## src/rtl/fact_ctrl_if.sv

```systemverilog
// Bundles the operation request/response and multiplier handshake signals of the
// factorial sequencer. The master side is the sequencer; the slave side is its environment.
interface fact_ctrl_if #(
  parameter int W = 64
);
  logic           op_start;
  logic           op_clear;
  logic [W-1:0]   n_value;
  logic           mul_start;
  logic           mul_clear;
  logic [W-1:0]   mul_multiplier;
  logic [W-1:0]   mul_multiplicand;
  logic           mul_done;
  logic [2*W-1:0] mul_result;
  logic [2*W-1:0] fac_result;
  logic           op_done;
  logic           busy;
  logic           overflow;

  modport master (
    input  op_start, op_clear, n_value, mul_done, mul_result,
    output mul_start, mul_clear, mul_multiplier, mul_multiplicand,
           fac_result, op_done, busy, overflow
  );

  modport slave (
    output op_start, op_clear, n_value, mul_done, mul_result,
    input  mul_start, mul_clear, mul_multiplier, mul_multiplicand,
           fac_result, op_done, busy, overflow
  );
endinterface

```

## src/rtl/fact_ctrl.sv

```systemverilog
// Factorial sequencer: drives a Booth multiplier with (acc, count) pairs and folds
// each product back into acc until the multiplier operand 1 has been applied.
module fact_ctrl #(
  parameter int W     = 64,
  parameter int N_MAX = 20
) (
  input  logic        clk,
  input  logic        reset_n,
  fact_ctrl_if.master bus
);

  typedef enum logic [2:0] {
    S_IDLE,
    S_CHECK,
    S_MUL_REQ,
    S_MUL_WAIT,
    S_MUL_CLR,
    S_DONE
  } state_t;

  state_t         r_state,     w_state;
  logic [W-1:0]   r_acc,       w_acc;
  logic [W-1:0]   r_cnt,       w_cnt;
  logic           r_mul_start, w_mul_start;
  logic           r_mul_clear, w_mul_clear;
  logic [W-1:0]   r_mcand,     w_mcand;
  logic [W-1:0]   r_mplier,    w_mplier;
  logic [2*W-1:0] r_fac,       w_fac;
  logic           r_op_done,   w_op_done;
  logic           r_busy,      w_busy;
  logic           r_ovf,       w_ovf;

  always_comb begin
    // NOTE: every next value defaults to its register (pulses to 0) before any branch, so no latch can be inferred.
    w_state     = r_state;
    w_acc       = r_acc;
    w_cnt       = r_cnt;
    w_mul_start = 1'b0;
    w_mul_clear = 1'b0;
    w_mcand     = r_mcand;
    w_mplier    = r_mplier;
    w_fac       = r_fac;
    w_op_done   = r_op_done;
    w_ovf       = r_ovf;

    if (bus.op_clear) begin
      w_state     = S_IDLE;
      w_mul_clear = 1'b1;
      w_op_done   = 1'b0;
      w_ovf       = 1'b0;
      w_fac       = '0;
    end else begin
      case (r_state)
        S_IDLE: begin
          if (bus.op_start) begin
            w_cnt       = bus.n_value;
            w_mul_clear = 1'b1;
            w_state     = S_CHECK;
          end
        end
        S_CHECK: begin
          if (r_cnt > W'(N_MAX)) begin
            w_fac     = '0;
            w_ovf     = 1'b1;
            w_op_done = 1'b1;
            w_state   = S_DONE;
          end else if (r_cnt <= W'(1)) begin
            w_fac     = (2*W)'(1);
            w_op_done = 1'b1;
            w_state   = S_DONE;
          end else begin
            w_acc   = r_cnt;
            w_cnt   = r_cnt - W'(1);
            w_state = S_MUL_REQ;
          end
        end
        S_MUL_REQ: begin
          w_mcand     = r_acc;
          w_mplier    = r_cnt;
          w_mul_start = 1'b1;
          w_state     = S_MUL_WAIT;
        end
        S_MUL_WAIT: begin
          if (bus.mul_done) begin
            // Anything above bit W-2 means the product left the positive signed range.
            if (|bus.mul_result[2*W-1:W-1]) begin
              w_ovf     = 1'b1;
              w_fac     = bus.mul_result;
              w_op_done = 1'b1;
              w_state   = S_DONE;
            end else begin
              w_acc       = bus.mul_result[W-1:0];
              w_cnt       = r_cnt - W'(1);
              w_mul_clear = 1'b1;
              w_state     = S_MUL_CLR;
            end
          end
        end
        S_MUL_CLR: begin
          // cnt reaches 0 only after the operand 1 has been multiplied in.
          if (r_cnt == '0) begin
            w_fac     = {{W{1'b0}}, r_acc};
            w_op_done = 1'b1;
            w_state   = S_DONE;
          end else begin
            w_state = S_MUL_REQ;
          end
        end
        S_DONE: begin
          w_state = S_DONE;
        end
        default: begin
          w_state = S_IDLE;
        end
      endcase
    end

    w_busy = (w_state != S_IDLE) && (w_state != S_DONE);
  end

  always_ff @(posedge clk) begin
    // NOTE: reset is tested inside the clocked block, making it synchronous; all state uses non-blocking assignments.
    if (!reset_n) begin
      r_state     <= S_IDLE;
      r_acc       <= '0;
      r_cnt       <= '0;
      r_mul_start <= 1'b0;
      r_mul_clear <= 1'b0;
      r_mcand     <= '0;
      r_mplier    <= '0;
      r_fac       <= '0;
      r_op_done   <= 1'b0;
      r_busy      <= 1'b0;
      r_ovf       <= 1'b0;
    end else begin
      r_state     <= w_state;
      r_acc       <= w_acc;
      r_cnt       <= w_cnt;
      r_mul_start <= w_mul_start;
      r_mul_clear <= w_mul_clear;
      r_mcand     <= w_mcand;
      r_mplier    <= w_mplier;
      r_fac       <= w_fac;
      r_op_done   <= w_op_done;
      r_busy      <= w_busy;
      r_ovf       <= w_ovf;
    end
  end

  assign bus.mul_start        = r_mul_start;
  assign bus.mul_clear        = r_mul_clear;
  assign bus.mul_multiplicand = r_mcand;
  assign bus.mul_multiplier   = r_mplier;
  assign bus.fac_result       = r_fac;
  assign bus.op_done          = r_op_done;
  assign bus.busy             = r_busy;
  assign bus.overflow         = r_ovf;

endmodule

```

## src/flat_wrapper.sv

```systemverilog
// flat-port wrapper written by rule: the top's interface ports become plain ports
module fact_ctrl_flat 
#(
  parameter int W     = 64,
  parameter int N_MAX = 20
)
  (clk, reset_n, bus_op_start, bus_op_clear, bus_n_value, bus_mul_done, bus_mul_result, bus_mul_start, bus_mul_clear, bus_mul_multiplier, bus_mul_multiplicand, bus_fac_result, bus_op_done, bus_busy, bus_overflow);
  fact_ctrl_if #(.W(W)) bus_i ();
  input  logic clk;
  input  logic reset_n;
  input wire logic [$bits(bus_i.op_start)-1:0] bus_op_start;
  input wire logic [$bits(bus_i.op_clear)-1:0] bus_op_clear;
  input wire logic [$bits(bus_i.n_value)-1:0] bus_n_value;
  input wire logic [$bits(bus_i.mul_done)-1:0] bus_mul_done;
  input wire logic [$bits(bus_i.mul_result)-1:0] bus_mul_result;
  output wire logic [$bits(bus_i.mul_start)-1:0] bus_mul_start;
  output wire logic [$bits(bus_i.mul_clear)-1:0] bus_mul_clear;
  output wire logic [$bits(bus_i.mul_multiplier)-1:0] bus_mul_multiplier;
  output wire logic [$bits(bus_i.mul_multiplicand)-1:0] bus_mul_multiplicand;
  output wire logic [$bits(bus_i.fac_result)-1:0] bus_fac_result;
  output wire logic [$bits(bus_i.op_done)-1:0] bus_op_done;
  output wire logic [$bits(bus_i.busy)-1:0] bus_busy;
  output wire logic [$bits(bus_i.overflow)-1:0] bus_overflow;
  assign bus_i.op_start = bus_op_start;
  assign bus_i.op_clear = bus_op_clear;
  assign bus_i.n_value = bus_n_value;
  assign bus_i.mul_done = bus_mul_done;
  assign bus_i.mul_result = bus_mul_result;
  assign bus_mul_start = bus_i.mul_start;
  assign bus_mul_clear = bus_i.mul_clear;
  assign bus_mul_multiplier = bus_i.mul_multiplier;
  assign bus_mul_multiplicand = bus_i.mul_multiplicand;
  assign bus_fac_result = bus_i.fac_result;
  assign bus_op_done = bus_i.op_done;
  assign bus_busy = bus_i.busy;
  assign bus_overflow = bus_i.overflow;
  fact_ctrl #(.W(W), .N_MAX(N_MAX)) u_core (.clk(clk), .reset_n(reset_n), .bus(bus_i));
endmodule
```

## config.mk

```make
export PLATFORM = sky130hd
export DESIGN_NAME = fact_ctrl_flat
export DESIGN_NICKNAME = d
export VERILOG_FILES = /design/src/rtl/fact_ctrl_if.sv /design/src/rtl/fact_ctrl.sv /design/src/flat_wrapper.sv
export SDC_FILE = /design/constraint.sdc
export NUM_CORES = 1
export LEC_CHECK = 0
export ABC_CLOCK_PERIOD_IN_PS = 3800
export CORE_ASPECT_RATIO = 1.4
export CORE_UTILIZATION = 35
export CTS_BUF_LIST = sky130_fd_sc_hd__clkbuf_4 sky130_fd_sc_hd__clkbuf_8
export CTS_CLUSTER_SIZE = 40
export DETAILED_ROUTE_END_ITERATION = 10
export GPL_TIMING_DRIVEN = 0
export PLACE_DENSITY = 0.62
export REMOVE_ABC_BUFFERS = 1
export SYNTH_ARGS = -nofsm -noshare
export SYNTH_HDL_FRONTEND = slang
export SYNTH_SLANG_ARGS = --single-unit
```

## constraint.sdc

```tcl
create_clock -name clk -period 3.8 [get_ports clk]
set_clock_uncertainty 0.1 [all_clocks]
set_input_delay 0.38 -clock clk [delete_from_list [all_inputs] [get_ports clk]]
set_output_delay 0.38 -clock clk [all_outputs]
set_load 0.05 [all_outputs]
```

==> metrics <==
GRT Overall Usage 25.3%; clk buf depth 3; setup tns final 0 ns; Post-synth top cells nand2_1 (548), dfxtp_1 (392), a21oi_1 (266); global routing usage on met3 5.29%; CTS Sinks 392; Clock power frac 40.5%; Worst Hold Class primary input to flop; fin. max-slew vios 0; met1 usage in global routing 29.0%; area leader, netlist dfxtp_1; final instance area 23700 um2; Fin. Hold Viols 0; First-pass DRT Iterations 5; Post-synth EDFFs 0; antenna violations before repair 11; crit share post-route 97.0%; Synth Area per Inst 7.69 um2; Final Setup Violations 0; CTS root buf clkbuf_8; CP max FO 9; Sw Share 28.0%; Post-Place Worst Slack -0.823 ns; H-tree Lvls 3; Num CTS Buffers 66; PwrDens 402 nW/um2; sequential area share after synthesis 46.8%; CTS tree built; Final Non-Filler Cells 3244; number of remaining DRC errors 0; clock transition at the registers of the reported paths 0.07 ns; top-count cell post-synth nand2_1; vias in the first global route 17200; Startpoint Class flop; DR vias 17700; worst slew pin tran 0.965 ns; M2 GR Usage 45.5%; leading post-synthesis cells by cell area dfxtp_1 (47%), nand2_1 (12%), a21oi_1 (7.9%); Port Buffers 457; die width 187 um; maximum clock frequency 271 MHz; outcome finished clean; largest net degree at the start of global routing 128; kind of critical path flop to flop; Seq pwr share 45.1%; initial DRC count 1394; crit path time final 3.68 ns; Main synth FF type dfxtp_1; post-DP HPWL 44000 um; Power Total 0.00955 W; busiest grt layer met2; Initial Utilization 35.6%; worst skew pair latency 0.62 ns; placed insts 3107; CP Data Required Time 4.15 ns; number of synthesized register bits 392; Synth cell types 58; Crit path arrival time 4.04 ns; Top Ports 458; Slew HR 35.3%; Max VDD drop 0.000275 V; Die Area 48800 um2; hold-critical path depth 3; vias per cell 5.46; die height 261 um; grt total ovfl 0; post-synthesis async set-or-reset flop share 0%; layout cells sized above 1 8.66%; Net Sw Power 0.00267 W; final wirelength 64100 um; Comb pwr share 14.4%; Post-DRT Antenna Nets 0; Area Growth Syn to Fin 41.6%; Max Cap Violations 0; post-synthesis cell count 2180; internal power 0.00688 W; first-pass GRT wire length 97900 um; Syn. warnings 0; Leakage 7.78 nW; core footprint 47200 um2; Post-DP Area 22100 um2; final setup margin 0.115 ns; final net count 2772; RD Place Congestion 0.841; Core Rows 94; Setup crit end kind flop; Cell Area, Synth 16800 um2; post-synth top area share 46.8%; WL/cell 19.8 um; R2R depth 12
worst paths after layout:
kind	from	end	slack (ns)
min	reset_n	u_core.r_acc[63]	0.23
min reg2reg	u_core.bus.fac_result[116]	u_core.bus.fac_result[116]	0.35
max	u_core.r_cnt[0]	u_core.bus.fac_result[58]	0.12
max reg2reg	u_core.r_cnt[0]	u_core.bus.fac_result[58]	0.12
cells by family (layout without fill, tap and decap cells):
| logic type | count (synthesis) | count (layout) | synth area share (%) |
|---|---|---|---|
| xor gates and xnor gates | 1 | 1 | 0.0522 |
| buffers and inverters | 210 | 638 | 5.60 |
| and+or+nand+nor | 1021 | 1021 | 25.8 |
| DFF | 392 | 392 | 46.8 |
| adders and majority gates | 2 | 2 | 0.149 |
| muxes | 1 | 1 | 0.0597 |
| other | 0 | 10 | 0 |
| AOI/OAI and AO/OA | 553 | 555 | 21.5 |
through the flow:
| step | util, % | hold WS (ns) |
|---|---|---|
| floorplan | - | 0.323 |
| global placement | 45.0 | 0.338 |
| detailed placement | 46.9 | 0.344 |
| CTS | 50.1 | 0.168 |
| global route | 50.4 | 0.222 |
| finish | 50.4 | 0.228 |
state kept, by name, indices dropped and copies added (netlist names):
signal / count
u_core.bus.busy: 1
u_core.bus.fac_result: 128
u_core.bus.mul_clear: 1
u_core.bus.mul_multiplicand: 64
u_core.bus.mul_multiplier: 64
u_core.bus.mul_start: 1
u_core.bus.op_done: 1
u_core.bus.overflow: 1
u_core.r_acc: 64
u_core.r_cnt: 64
u_core.r_state: 3
per-layer routing:
metal | share of wire [%] | vias up
li1 | - | 8468
met1 | 39 | 8433
met2 | 51 | 674
met3 | 6.5 | 128
met4 | 3.3 | 2
met5 | 0.017 | -
power by group through the flow:
stage                     logic (W)  registers, W  clock network (W)
final                       0.00137       0.00431            0.00387
after detailed placement    0.00129       0.00439                  0
after CTS                   0.00135       0.00430            0.00398
after global routing        0.00148       0.00432            0.00414
after global placement      0.00129       0.00439                  0
after floorplan            0.000614       0.00446                  0
cell usage in the layout (no fill, tap or decap), drive strengths merged, types with 32 or more instances in the layout:
| master | count |
|---|---|
| nand2 | 548 |
| clkdlybuf4s50 | 456 |
| dfxtp | 392 |
| a21oi | 266 |
| nor2 | 212 |
| clkbuf | 95 |
| nor3 | 94 |
| nand3 | 82 |
| buf | 68 |
| a221oi | 64 |
| o21ai | 63 |
| a311oi | 63 |
| nor4 | 32 |
repair_timing:
| item | 4_1_cts | 5_1_grt |
|---|---|---|
| setup endpoints to repair | 244 | 72 |
| setup buffers | 14 | 6 |
| gates cloned | 2 | 0 |
| pin swaps | 7 | 4 |
| hold buffers | 0 | 0 |
| gates resized for setup | 9 | 7 |
layout make-up:
class                           instances  area (um2)
Fill cell                            4556       23400
Multi-Input combinational cell       1580        8200
Sequential cell                       392        7850
Timing Repair Buffer                  524        5550
Clock buffer                           95        1180
Tap cell                              624         781
Clock inverter                         10         120
Inverter                                9        41.3
Antenna cell                           10        25.0
worst max-delay path, cell delays in order, from the launching register on:
cell and delay (ns):
dfxtp_1 0.37, inv_1 0.12, ha_1 0.38, or3b_2 0.51, nor4_4 0.26, buf_4 0.18
nand3_4 0.22, o21ai_4 0.34, o221ai_4 0.21, buf_4 0.25, buf_4 0.14, a221oi_1 0.36
nor3_1 0.08
Power figures use the tool's default switching activity.
